===== src/rtl/alu_issue_regfile_if.sv =====
// Instruction issue, register load, ALU operand/result and writeback signals
// between alu_issue_regfile (slave) and its driver/ALU (master).
interface alu_issue_regfile_if;
  localparam int unsigned DW = 4;
  localparam int unsigned AW = 2;
  localparam int unsigned SW = 3;
  localparam int unsigned IW = 9;
  localparam int unsigned CW = 8;

  logic          in_valid;
  logic [IW-1:0] in_instr;
  logic          in_ready;
  logic          ld_valid;
  logic [AW-1:0] ld_addr;
  logic [DW-1:0] ld_data;
  logic [DW-1:0] alu_rs;
  logic [DW-1:0] alu_rt;
  logic [SW-1:0] alu_sel;
  logic [DW-1:0] alu_rd;
  logic          out_valid;
  logic [AW-1:0] out_addr;
  logic [DW-1:0] out_data;
  logic [CW-1:0] instr_count;

  modport master (
    output in_valid, in_instr, ld_valid, ld_addr, ld_data, alu_rd,
    input  in_ready, alu_rs, alu_rt, alu_sel, out_valid, out_addr, out_data, instr_count
  );

  modport slave (
    input  in_valid, in_instr, ld_valid, ld_addr, ld_data, alu_rd,
    output in_ready, alu_rs, alu_rt, alu_sel, out_valid, out_addr, out_data, instr_count
  );
endinterface


===== src/rtl/alu_issue_regfile.sv =====
// Small register file that issues one ALU instruction at a time: operands are
// read and registered on accept, the ALU result is written back one edge later.
module alu_issue_regfile #(
  parameter int unsigned NREG = 4
) (
  input  logic               clk,
  input  logic               rst,
  alu_issue_regfile_if.slave bus
);
  localparam int unsigned DW = 4;
  localparam int unsigned AW = 2;
  localparam int unsigned SW = 3;
  localparam int unsigned CW = 8;

  typedef enum logic {IDLE = 1'b0, EXEC = 1'b1} state_t;

  state_t        state;
  state_t        state_nxt;
  logic [DW-1:0] regs [NREG];
  logic [AW-1:0] rd_q;

  logic [SW-1:0] sel_c;
  logic [AW-1:0] rd_c;
  logic [AW-1:0] rs_c;
  logic [AW-1:0] rt_c;
  logic          in_ready_c;
  logic          load_c;
  logic          accept_c;

  assign {sel_c, rd_c, rs_c, rt_c} = bus.in_instr;
  assign bus.in_ready = in_ready_c;

  // Next state and handshake decode; loads win over a simultaneous instruction
  always_comb begin
    state_nxt  = state;
    in_ready_c = 1'b0;
    load_c     = 1'b0;
    accept_c   = 1'b0;
    case (state)
      IDLE: begin
        in_ready_c = !bus.ld_valid;
        load_c     = bus.ld_valid;
        accept_c   = bus.in_valid && !bus.ld_valid;
        if (accept_c) state_nxt = EXEC;
      end
      EXEC:    state_nxt = IDLE;
      default: state_nxt = IDLE;
    endcase
  end

  always_ff @(posedge clk) begin
    if (rst) state <= IDLE;
    else     state <= state_nxt;
  end

  // Register file, operand latch and writeback; reset in EXEC drops the result
  always_ff @(posedge clk) begin
    if (rst) begin
      for (int i = 0; i < int'(NREG); i++) regs[i] <= '0;
      rd_q            <= '0;
      bus.alu_rs      <= '0;
      bus.alu_rt      <= '0;
      bus.alu_sel     <= '0;
      bus.out_valid   <= 1'b0;
      bus.out_addr    <= '0;
      bus.out_data    <= '0;
      bus.instr_count <= '0;
    end else begin
      bus.out_valid <= 1'b0;
      if (load_c) regs[bus.ld_addr] <= bus.ld_data;
      if (accept_c) begin
        bus.alu_sel <= sel_c;
        bus.alu_rs  <= regs[rs_c];
        bus.alu_rt  <= regs[rt_c];
        rd_q        <= rd_c;
      end
      if (state == EXEC) begin
        regs[rd_q]      <= bus.alu_rd;
        bus.out_valid   <= 1'b1;
        bus.out_addr    <= rd_q;
        bus.out_data    <= bus.alu_rd;
        bus.instr_count <= bus.instr_count + CW'(1);
      end
    end
  end
endmodule


===== src/flat_wrapper.sv =====
// flat-port wrapper written by rule: the top's interface ports become plain ports
module alu_issue_regfile_flat 
#(
  parameter int unsigned NREG = 4
)
  (clk, rst, bus_in_valid, bus_in_instr, bus_ld_valid, bus_ld_addr, bus_ld_data, bus_alu_rd, bus_in_ready, bus_alu_rs, bus_alu_rt, bus_alu_sel, bus_out_valid, bus_out_addr, bus_out_data, bus_instr_count);
  alu_issue_regfile_if bus_i ();
  input  logic clk;
  input  logic rst;
  input wire logic [$bits(bus_i.in_valid)-1:0] bus_in_valid;
  input wire logic [$bits(bus_i.in_instr)-1:0] bus_in_instr;
  input wire logic [$bits(bus_i.ld_valid)-1:0] bus_ld_valid;
  input wire logic [$bits(bus_i.ld_addr)-1:0] bus_ld_addr;
  input wire logic [$bits(bus_i.ld_data)-1:0] bus_ld_data;
  input wire logic [$bits(bus_i.alu_rd)-1:0] bus_alu_rd;
  output wire logic [$bits(bus_i.in_ready)-1:0] bus_in_ready;
  output wire logic [$bits(bus_i.alu_rs)-1:0] bus_alu_rs;
  output wire logic [$bits(bus_i.alu_rt)-1:0] bus_alu_rt;
  output wire logic [$bits(bus_i.alu_sel)-1:0] bus_alu_sel;
  output wire logic [$bits(bus_i.out_valid)-1:0] bus_out_valid;
  output wire logic [$bits(bus_i.out_addr)-1:0] bus_out_addr;
  output wire logic [$bits(bus_i.out_data)-1:0] bus_out_data;
  output wire logic [$bits(bus_i.instr_count)-1:0] bus_instr_count;
  assign bus_i.in_valid = bus_in_valid;
  assign bus_i.in_instr = bus_in_instr;
  assign bus_i.ld_valid = bus_ld_valid;
  assign bus_i.ld_addr = bus_ld_addr;
  assign bus_i.ld_data = bus_ld_data;
  assign bus_i.alu_rd = bus_alu_rd;
  assign bus_in_ready = bus_i.in_ready;
  assign bus_alu_rs = bus_i.alu_rs;
  assign bus_alu_rt = bus_i.alu_rt;
  assign bus_alu_sel = bus_i.alu_sel;
  assign bus_out_valid = bus_i.out_valid;
  assign bus_out_addr = bus_i.out_addr;
  assign bus_out_data = bus_i.out_data;
  assign bus_instr_count = bus_i.instr_count;
  alu_issue_regfile #(.NREG(NREG)) u_core (.clk(clk), .rst(rst), .bus(bus_i));
endmodule

===== config.mk =====
export PLATFORM = sky130hd
export DESIGN_NAME = alu_issue_regfile_flat
export DESIGN_NICKNAME = d
export VERILOG_FILES = /design/src/rtl/alu_issue_regfile_if.sv /design/src/rtl/alu_issue_regfile.sv /design/src/flat_wrapper.sv
export SDC_FILE = /design/constraint.sdc
export NUM_CORES = 1
export LEC_CHECK = 0
export BUFFER_PORTS_ARGS = -buffer_cell sky130_fd_sc_hd__buf_2
export CELL_PAD_IN_SITES_DETAIL_PLACEMENT = 1
export CELL_PAD_IN_SITES_GLOBAL_PLACEMENT = 1
export CORE_MARGIN = 10
export CORE_UTILIZATION = 43
export DETAILED_ROUTE_END_ITERATION = 10
export PLACE_DENSITY_LB_ADDON = 0.1
export SYNTH_ARGS = -nofsm -noshare
export SYNTH_HDL_FRONTEND = slang
export SYNTH_SLANG_ARGS = --single-unit

===== constraint.sdc =====
create_clock -name clk -period 4.6 [get_ports clk]
set_input_delay 0.92 -clock clk [delete_from_list [all_inputs] [get_ports clk]]
set_output_delay 0.92 -clock clk [all_outputs]
set_load 0.005 [all_outputs]

==> results of run 1 <==
-- cell families after synthesis --
| family | synth area share (%) |
|---|---|
| adder cells (fa/ha/maj) | 0.625 |
| AND/OR/NAND/NOR | 20.4 |
| AO/OA/AOI/OAI | 10.4 |
| multiplexers | 10.0 |
| XOR/XNOR | 1.75 |
| flip-flops | 53.0 |
| buffers and inverters | 3.81 |
-- stage by stage --
stage / cell area, um2 / cells / worst slack [ns]
after detailed placement: 2260 / 282 / 2.00
final: 2360 / 290 / 2.11
after global routing: 2360 / 290 / 2.01
after CTS: 2350 / 290 / 2.12
after floorplan: 2000 / 192 / 2.38
after global placement: 2260 / 282 / 2.19
-- Yosys cell counts (2+ instances only) --
cell type / instances / area (um2)
nor2_1: 16 / 60.1
buf_2: 4 / 20.0
a21o_1: 4 / 30.0
edfxtp_1: 16 / 480
mux2i_1: 2 / 20.0
xor2_1: 3 / 26.3
o21ai_0: 2 / 10.0
nand3_1: 2 / 10.0
and2_1: 4 / 25.0
dfxtp_1: 29 / 581
nand3b_1: 5 / 37.5
nand2b_1: 6 / 37.5
clkbuf_1: 6 / 22.5
inv_1: 6 / 22.5
nand2_1: 35 / 131
a21oi_1: 22 / 110
nor2b_1: 3 / 18.8
mux4_2: 8 / 180
or3_1: 2 / 12.5
nor3b_1: 3 / 22.5
-- report_power, final --
part           switching [mW]  internal (mW)
combinational          0.0398         0.0363
clock                   0.134          0.122
sequential             0.0126          0.429
total                   0.186          0.587
-- worst max path at each step --
stage / cells after the start / slack (ns) / end
after floorplan: 4 / 2.38 / u_core.regs[3][0]$_DFFE_PP_
after global placement: 4 / 2.19 / u_core.rd_q[1]$_SDFFE_PP0P_
after detailed placement: 4 / 2.00 / u_core.bus.alu_rs[3]$_SDFFE_PP0P_
after CTS: 2 / 2.12 / bus_in_ready
after global routing: 2 / 2.01 / bus_in_ready
final: 2 / 2.11 / bus_in_ready
-- registers in the layout (all words and copies together), names as in the netlist --
name                    flops
u_core.rd_q                 2
u_core.state                1
u_core.bus.alu_rt           4
u_core.regs                16
u_core.bus.out_addr         2
u_core.bus.alu_rs           4
u_core.bus.alu_sel          3
u_core.bus.out_valid        1
u_core.bus.out_data         4
u_core.bus.instr_count      8
-- worst register-to-register path: cells and delay by family (launching register included) --
| family | cells | cell delay (ns) |
|---|---|---|
| DFF | 1 | 0.99 |
| and+or+nand+nor | 2 | 0.52 |
| AOI/OAI and AO/OA | 1 | 0.38 |
-- routing by layer --
metal	GRT usage, %	vias up	wire length (um)	share of wire [%]
met5	0	-	0	0
met4	7.34	0	121	2.4
met2	21.6	52	2430	48
li1	-	757	-	-
met1	14.3	741	2110	42
met3	4.14	11	383	7.6
-- cell type report --
| cell class | count | area [um2] | share of cell area (%) |
|---|---|---|---|
| clock buffers | 6 | 82.6 | 3.50 |
| clock inverters | 2 | 12.5 | 0.531 |
| inverters | 6 | 22.5 | 0.955 |
| multi-input cells | 130 | 868 | 36.8 |
| flip-flops and latches | 45 | 1060 | 45.0 |
| well taps | 52 | 65.1 | 2.76 |
| repair buffers | 49 | 245 | 10.4 |
==> results_dict.tcl, run 1 <==
set metrics [dict create \
    status "finished clean" \
    crit_buf_inv 1 \
    slew_headroom_pct 33.1 \
    die_w_um 88.2 \
    clock_sinks 45 \
    tightest_slew_ns 1.00 \
    die_area_um2 7780 \
    syn_avg_cell_area_um2 10.4 \
    numCtsBuffers 5 \
    die_height_um 88.2 \
    hold_end "u_core.bus.alu_sel[2]$_SDFFE_PP0P_" \
    grt_max_degree 38 \
    final_layout_size_suffix_gt1_share_pct 29.4 \
    min_from "u_core.bus.alu_sel[2]$_SDFFE_PP0P_" \
    power_leakage_nw 0.990 \
    yosysWarnings 0 \
    num_rows 24 \
    drc_errors 0 \
    ys_seq_area_share_pct 53.0 \
    totalNegativeSetupSlack_ns 0 \
    reg2reg_depth 3 \
    total_power_mw 0.773 \
    min_period_over_period_pct 54.0 \
    grt_pass1_wl_um 7820 \
    reg2reg_from "u_core.state$_SDFF_PP0_" \
    viasPerCell 5.38 \
    drt-initial-drc-count 93 \
    cts_resized 0 \
    syn_nets 216 \
    drv_cap 0 \
    grt_usage_pct 12.9 \
    worstPathRequired_ns 3.68 \
    root_buffer "clkbuf_8" \
    core_area_um2 4440 \
    gp_congestion 0.775 \
    port_buffers 49 \
    ys.flop_type "dfxtp_1" \
    worstSkewPairLatency_ns 0.30 \
    cp-startpoint "u_core.state$_SDFF_PP0_" \
    layout.cells.most_common "buf_2" \
    postCtsHoldBufs 0 \
    synth_cell_types 34 \
    tritoncts "done" \
    critical_path_class "flop to output pin" \
    start_util_pct 45.0 \
    crit_arrival_ns 1.57 \
    cts_setup_buffers 0 \
    vias 1561 \
    nNetsFinal 261 \
    dp.final_hpwl_um 3970 \
    cp_cell_sequence "nor2_1, buf_2" \
    report.final.slew_viol_count 0 \
    cts_max_level 2 \
    layout.cells.most_common_list "buf_2, nand2_1, dfxtp_1, a21oi_1" \
    ir_drop_mv 0.149 \
    slowest_stage "dfxtp_1" \
    setup_viol 0 \
    synth-seq-cells 45 \
    syn_area_um2 2000 \
    syn_inst 192 \
    antenna_cells 0 \
    syn_to_final_growth_pct 17.8 \
    rr_endpoint "u_core.regs[1][3]$_SDFFCE_PN0P_" \
    ant_nets 0 \
    synthArstFlopShare_pct 0 \
    grt.overflow.total 0 \
    synth_edf_count 16 \
    routed_wl_um 5040 \
    fin_worst_skew_ns 0.0114 \
    first_global_vias 1652 \
    startpoint_type "flop" \
    timing.fmax_mhz 402 \
    worstSetupEndpointType "output pin" \
    p_per_area_nw_per_um2 328 \
    hold_viol 0 \
    cts_buffer_depth 2 \
    utilization_pct 53.0 \
    holdPathStages 2 \
    fin_crit_ns 2.49 \
    fillers 533 \
    crit_fanout 32 \
    rrSetupSlack_ns 2.43 \
    rsz0062_at_grt "no" \
    holdWs_ns 0.466 \
    cts.clk_slew.worst_paths_ns 0.08 \
    path_delay_family "flip-flops" \
    ios 50 \
    antenna_found_initial 0 \
    cpPeakStageDelay_ns 0.99 \
    worstHoldPathType "flop to flop" \
    firstDrtPassIters 4 \
    wl_per_cell_um 17.4 \
]
Note: power is estimated with default switching activity, not from simulation.
==> run 2: changes to the inputs <==
Settings changed: ABC_AREA from default to 1, CORE_UTILIZATION 43 to 35.
Clock period 4.6 ns to 2.1 ns, I/O delays scaled along.
==> run 2 against run 1 <==
- count of clock-buffer cells in the layout increased by 1
- setup slack got worse by 1.7 ns
- sequential share of layout area decreased by 3.0 points
- critical path depth increased by 1
- power increased by 120%
- core utilization decreased by 10 points
- area after synthesis increased by 6.4%
- synthesized cell count increased by 40%
- via count increased by 17%
- die area increased by 23%
- critical endpoint unchanged
- hold slack got worse by 0.096 ns
- sequential cell count unchanged
==> results_dict.tcl, run 2 <==
set metrics [dict create \
    dp.final_hpwl_um 4280 \
    report.final.slew_viol_count 0 \
    synth-seq-cells 45 \
    worstHoldPathType "input pin to flop" \
    ir_drop_mv 0.263 \
    cts_setup_buffers 0 \
    fin_crit_ns 1.68 \
    min_period_over_period_pct 80.0 \
    die_height_um 98 \
    num_rows 28 \
    drv_cap 0 \
    synth_area_leaders "dfxtp_1, edfxtp_1, nand2_1" \
    startpoint_type "flop" \
    fillers 764 \
    wl_per_cell_um 13.2 \
    grt_pass1_wl_um 8960 \
    p_per_area_nw_per_um2 680 \
    clock_sinks 45 \
    final_layout_size_suffix_gt1_share_pct 24.7 \
    slew_headroom_pct 74.0 \
    antenna_cells 0 \
    synth_edf_count 16 \
    total_power_mw 1.72 \
    grt_max_degree 21 \
    fin_worst_skew_ns 0.0104 \
    die_area_um2 9600 \
    layout.cells.most_common_list "nand2_1, buf_2, nor2_1, inv_1, dfxtp_1" \
    synth_top_area_share_pct 27.3 \
    vias 1822 \
    grt.overflow.total 0 \
    drt-initial-drc-count 106 \
    cts_buffer_depth 2 \
    root_buffer "clkbuf_8" \
    die_w_um 98 \
    ios 50 \
    worstSkewPairLatency_ns 0.30 \
    yosysWarnings 0 \
    syn_nets 292 \
    largest_reg_flops 16 \
    start_util_pct 36.0 \
    ys_seq_area_share_pct 49.8 \
    reg_top3 "u_core.regs x16, u_core.bus.instr_count x8" \
    crit_arrival_ns 1.26 \
    power_leakage_nw 1.26 \
    viasPerCell 4.61 \
    core_area_um2 5920 \
    cts_max_level 2 \
    layout.cells.most_common "nand2_1" \
    port_buffers 49 \
    cts.clk_slew.worst_paths_ns 0.08 \
    critical_path_class "flop to output pin" \
    ant_nets 0 \
    worstPathRequired_ns 1.68 \
    worstSetupEndpointType "output pin" \
    postCtsHoldBufs 0 \
    cts_resized 0 \
    nNetsFinal 343 \
    gp_congestion 0.732 \
    synthTopCellsByCount "nand2_1, nor2_1, inv_1" \
    synth_cell_types 25 \
    totalNegativeSetupSlack_ns 0 \
    setup_viol 0 \
    timing.fmax_mhz 595 \
    antenna_found_initial 0 \
    synth_most_common_cell "nand2_1" \
    syn_to_final_growth_pct 18.6 \
    status "finished clean" \
    tritoncts "done" \
    syn_area_um2 2130 \
    routed_wl_um 5230 \
    numCtsBuffers 5 \
    yosysTopAreaCell "dfxtp_1" \
    tightest_slew_ns 0.389 \
    rsz0062_at_grt "no" \
    hold_viol 0 \
    first_global_vias 1891 \
    firstDrtPassIters 4 \
    syn_inst 268 \
    syn_avg_cell_area_um2 7.95 \
    regMostFlops "u_core.regs" \
    drc_errors 0 \
    grt_usage_pct 11.1 \
    synthArstFlopShare_pct 0 \
    ys.flop_type "dfxtp_1" \
    crit_fanout 8 \
]
[run 2: cell count changes after synthesis, moves of 6 or more]
cell      change
a21oi_1      -16
inv_1        +37
mux4_2        -8
nand2_1      +19
nand2b_1      -6
nand3_1      +18
nor2_1       +28
o211ai_1      +8
o21ai_0      +10
[run 2: where the power goes]
part	total, mW	switching [mW]	internal [mW]
Sequential	0.966	0.0194	0.947
Combinational	0.222	0.139	0.0835
Clock	0.530	0.281	0.248
Total	1.72	0.439	1.28
[run 2: cell families after synthesis]
| family | synth area share, % |
|---|---|
| buf+inv | 10.8 |
| flops | 49.8 |
| compound gates | 9.81 |
| fa+ha+maj | 0.587 |
| simple gates | 29.0 |
[run 2: final timing paths]
| check | startpoint | slack (ns) | to | cells after the start |
|---|---|---|---|---|
| worst max register to register | u_core.state$_SDFF_PP0_ | 0.43 | u_core.regs[3][2]$_DFFE_PP_ | 6 |
| worst min register to register | u_core.bus.out_addr[1]$_SDFFE_PP0P_ | 0.46 | u_core.bus.out_addr[1]$_SDFFE_PP0P_ | 2 |
| worst min-delay path | bus_in_instr[8] | 0.37 | u_core.bus.alu_sel[2]$_SDFFE_PP0P_ | 3 |
| worst max-delay path | u_core.state$_SDFF_PP0_ | 0.42 | bus_in_ready | 3 |
[run 2: through the flow]
step	std cells	hold slack (ns)	utilization (%)	cell area, um2	setup slack, ns
finish	395	0.370	42.7	2530	0.420
global route	395	0.379	42.7	2530	0.290
CTS	395	0.363	42.7	2530	0.401
detailed placement	387	0.445	41.2	2440	0.360
global placement	387	0.451	41.2	2440	0.459
floorplan	268	0.444	-	2130	0.592
[run 2: cell type report]
class / instances / area [um2] / share of cell area, %
clock inverter: 1 / 7.51 / 0.297
clock buffer: 7 / 80.1 / 3.17
sequential: 45 / 1060 / 42.0
tap: 75 / 93.8 / 3.71
inverter: 47 / 176 / 6.98
multi-input combinational: 168 / 840 / 33.2
timing repair buffer: 52 / 268 / 10.6
[run 2: worst max-delay path: stages, from the launching register on]
cell     delay (ns)
dfxtp_1        0.56
buf_4          0.22
nor2_4         0.05
buf_2          0.12
[run 2: layer usage]
metal  up-vias  global-route usage (%)  part of all wire [%]
met2        29                    19.5                    50
met5         -                       0                     0
li1        944                       -                     -
met1       844                    12.3                    44
met4         0                    3.69                   1.3
met3         5                    3.74                   4.9
==> run 3: changes to the inputs <==
Settings changed: CORE_UTILIZATION 35 to 38.
Clock period 2.1 ns to 1.75 ns, I/O delays scaled along.
==> run 3 against run 2 <==
- sequential share of layout area decreased by 0.20 points
- core utilization rose by 3.8 points
- die area decreased by 6.3%
- non-clock buffer count is 2 higher
- first-iteration DRC count shrank 75%
- global-route usage grew 1.3 points
- critical endpoint is now u_core.regs[3][2]$_DFFE_PP_
==> results_dict.tcl, run 3 (same netlist as run 2, synthesis figures left out) <==
set metrics [dict create \
    status "finished clean" \
    numCtsBuffers 5 \
    largest_reg_flops 16 \
    antenna_cells 0 \
    die_w_um 94.9 \
    core_area_um2 5470 \
    grt_max_degree 21 \
    die_height_um 94.9 \
    place_area_um2 2450 \
    worstSetupEndpointType "flop" \
    crit_buf_inv 1 \
    path_delay_family "simple AND/OR/NAND/NOR gates" \
    cts_setup_buffers 0 \
    utilization_pct 46.4 \
    layout.cells.most_common "nand2_1" \
    drv_cap 0 \
    worstHoldPathType "input pin to flop" \
    cts_max_level 2 \
    startpoint_type "flop" \
    root_buffer "clkbuf_8" \
    cts_buffer_depth 2 \
    totalNegativeSetupSlack_ns 0 \
    cp_cell_sequence "inv_2, nor2_4, nand2_2, nand2_1, nand2_1, nor2_1" \
    min_period_over_period_pct 86.6 \
    slew_headroom_pct 77.9 \
    p_per_area_nw_per_um2 825 \
    design_area_um2 2540 \
    worstSkewPairLatency_ns 0.30 \
    clock_sinks 45 \
    grt_usage_pct 12.4 \
    routed_wl_um 5310 \
    cpPeakStageDelay_ns 0.46 \
    grt_pass1_wl_um 9050 \
    dp.final_hpwl_um 4280 \
    hold_viol 0 \
    fin_crit_ns 1.51 \
    port_buffers 49 \
    syn_to_final_growth_pct 19.3 \
    viasPerCell 4.65 \
    cts.clk_slew.worst_paths_ns 0.09 \
    die_area_um2 9000 \
    firstDrtPassIters 4 \
    crit_fanout 8 \
    timing.fmax_mhz 660 \
    total_power_mw 2.10 \
    worstPathRequired_ns 1.72 \
    power_leakage_nw 1.27 \
    slowest_stage "dfxtp_2" \
    fin_worst_skew_ns 0.00723 \
    start_util_pct 38.9 \
    first_global_vias 1936 \
    nNetsFinal 345 \
    ir_drop_mv 0.370 \
    setup_viol 0 \
    report.final.slew_viol_count 0 \
    layout.cells.most_common_list "nand2_1, buf_2, nor2_1, inv_1, dfxtp_1" \
    ant_nets 0 \
    critical_path_class "flop to flop" \
    grt.overflow.total 0 \
    tightest_slew_ns 0.331 \
    crit_arrival_ns 1.49 \
    fillers 721 \
    ios 50 \
    rsz0062_at_grt "no" \
    drt-initial-drc-count 27 \
    vias 1834 \
    reg_top3 "u_core.regs x16, u_core.bus.instr_count x8" \
    regMostFlops "u_core.regs" \
    wl_per_cell_um 13.5 \
    worst_path_most_repeated_cell "nand2_1" \
    drc_errors 0 \
    tritoncts "done" \
    final_layout_size_suffix_gt1_share_pct 25.2 \
    antenna_found_initial 0 \
    gp_congestion 0.741 \
    num_rows 27 \
]
==> run 3: cell types whose count changed in the layout (fill, tap and decap cells not counted) <==
cell	delta
buf_4	+2
clkbuf_1	+1
clkbuf_4	-1
clkbuf_8	+1
clkinvlp_4	-1
dfxtp_1	-1
dfxtp_2	+1
==> run 3: cell type report <==
class                      count  area [um2]  share of cell area [%]
tap                           72        90.1                    3.55
inverter                      47         176                    6.94
multi-input combinational    168         840                    33.0
clock buffer                   8        90.1                    3.55
timing repair buffer          54         283                    11.1
sequential                    45        1060                    41.8
==> run 3: through the flow <==
| step | instances | hold WS (ns) | setup slack [ns] |
|---|---|---|---|
| global placement | 386 | 0.450 | 0.189 |
| finish | 394 | 0.307 | 0.235 |
| global route | 394 | 0.314 | 0.0875 |
| CTS | 394 | 0.302 | 0.0870 |
| floorplan | 268 | 0.444 | 0.312 |
| detailed placement | 386 | 0.452 | 0.105 |
==> run 3: timing repair <==
action                     in CTS  in global routing
setup endpoints to repair       0                  4
gates resized for setup         0                  1
hold buffers                    0                  0
==> run 3: per-layer routing <==
layer	vias up	global-route usage [%]	wire [um]
li1	951	-	-
met1	844	14.7	2310
met2	31	20.9	2620
met3	8	3.89	280
met4	0	4.36	93
met5	-	0	0
==> run 3: worst reg2reg max path, cell delays in order, from the launching register on <==
cell and delay [ns]:
dfxtp_2 0.46, inv_2 0.07, nor2_4 0.12, nand2_2 0.10, nand2_1 0.11, nand2_1 0.06, nor2_1 0.26
==> run 3: final timing paths <==
kind                                                     startpoint                                   to  slack [ns]  cells past startpoint
worst max-delay path                        u_core.state$_SDFF_PP0_          u_core.regs[3][2]$_DFFE_PP_        0.24                      6
worst min-delay path                                bus_in_instr[8]   u_core.bus.alu_sel[2]$_SDFFE_PP0P_        0.31                      3
worst max register to register              u_core.state$_SDFF_PP0_          u_core.regs[3][2]$_DFFE_PP_        0.24                      6
worst min register to register  u_core.bus.out_addr[1]$_SDFFE_PP0P_  u_core.bus.out_addr[1]$_SDFFE_PP0P_        0.47                      2
==> run 3: power breakdown <==
part           switching (mW)  leakage, nW  internal (mW)
clock                   0.343       0.0455          0.323
sequential             0.0242        0.406           1.14
combinational           0.168        0.819          0.102
total                   0.535         1.27           1.56
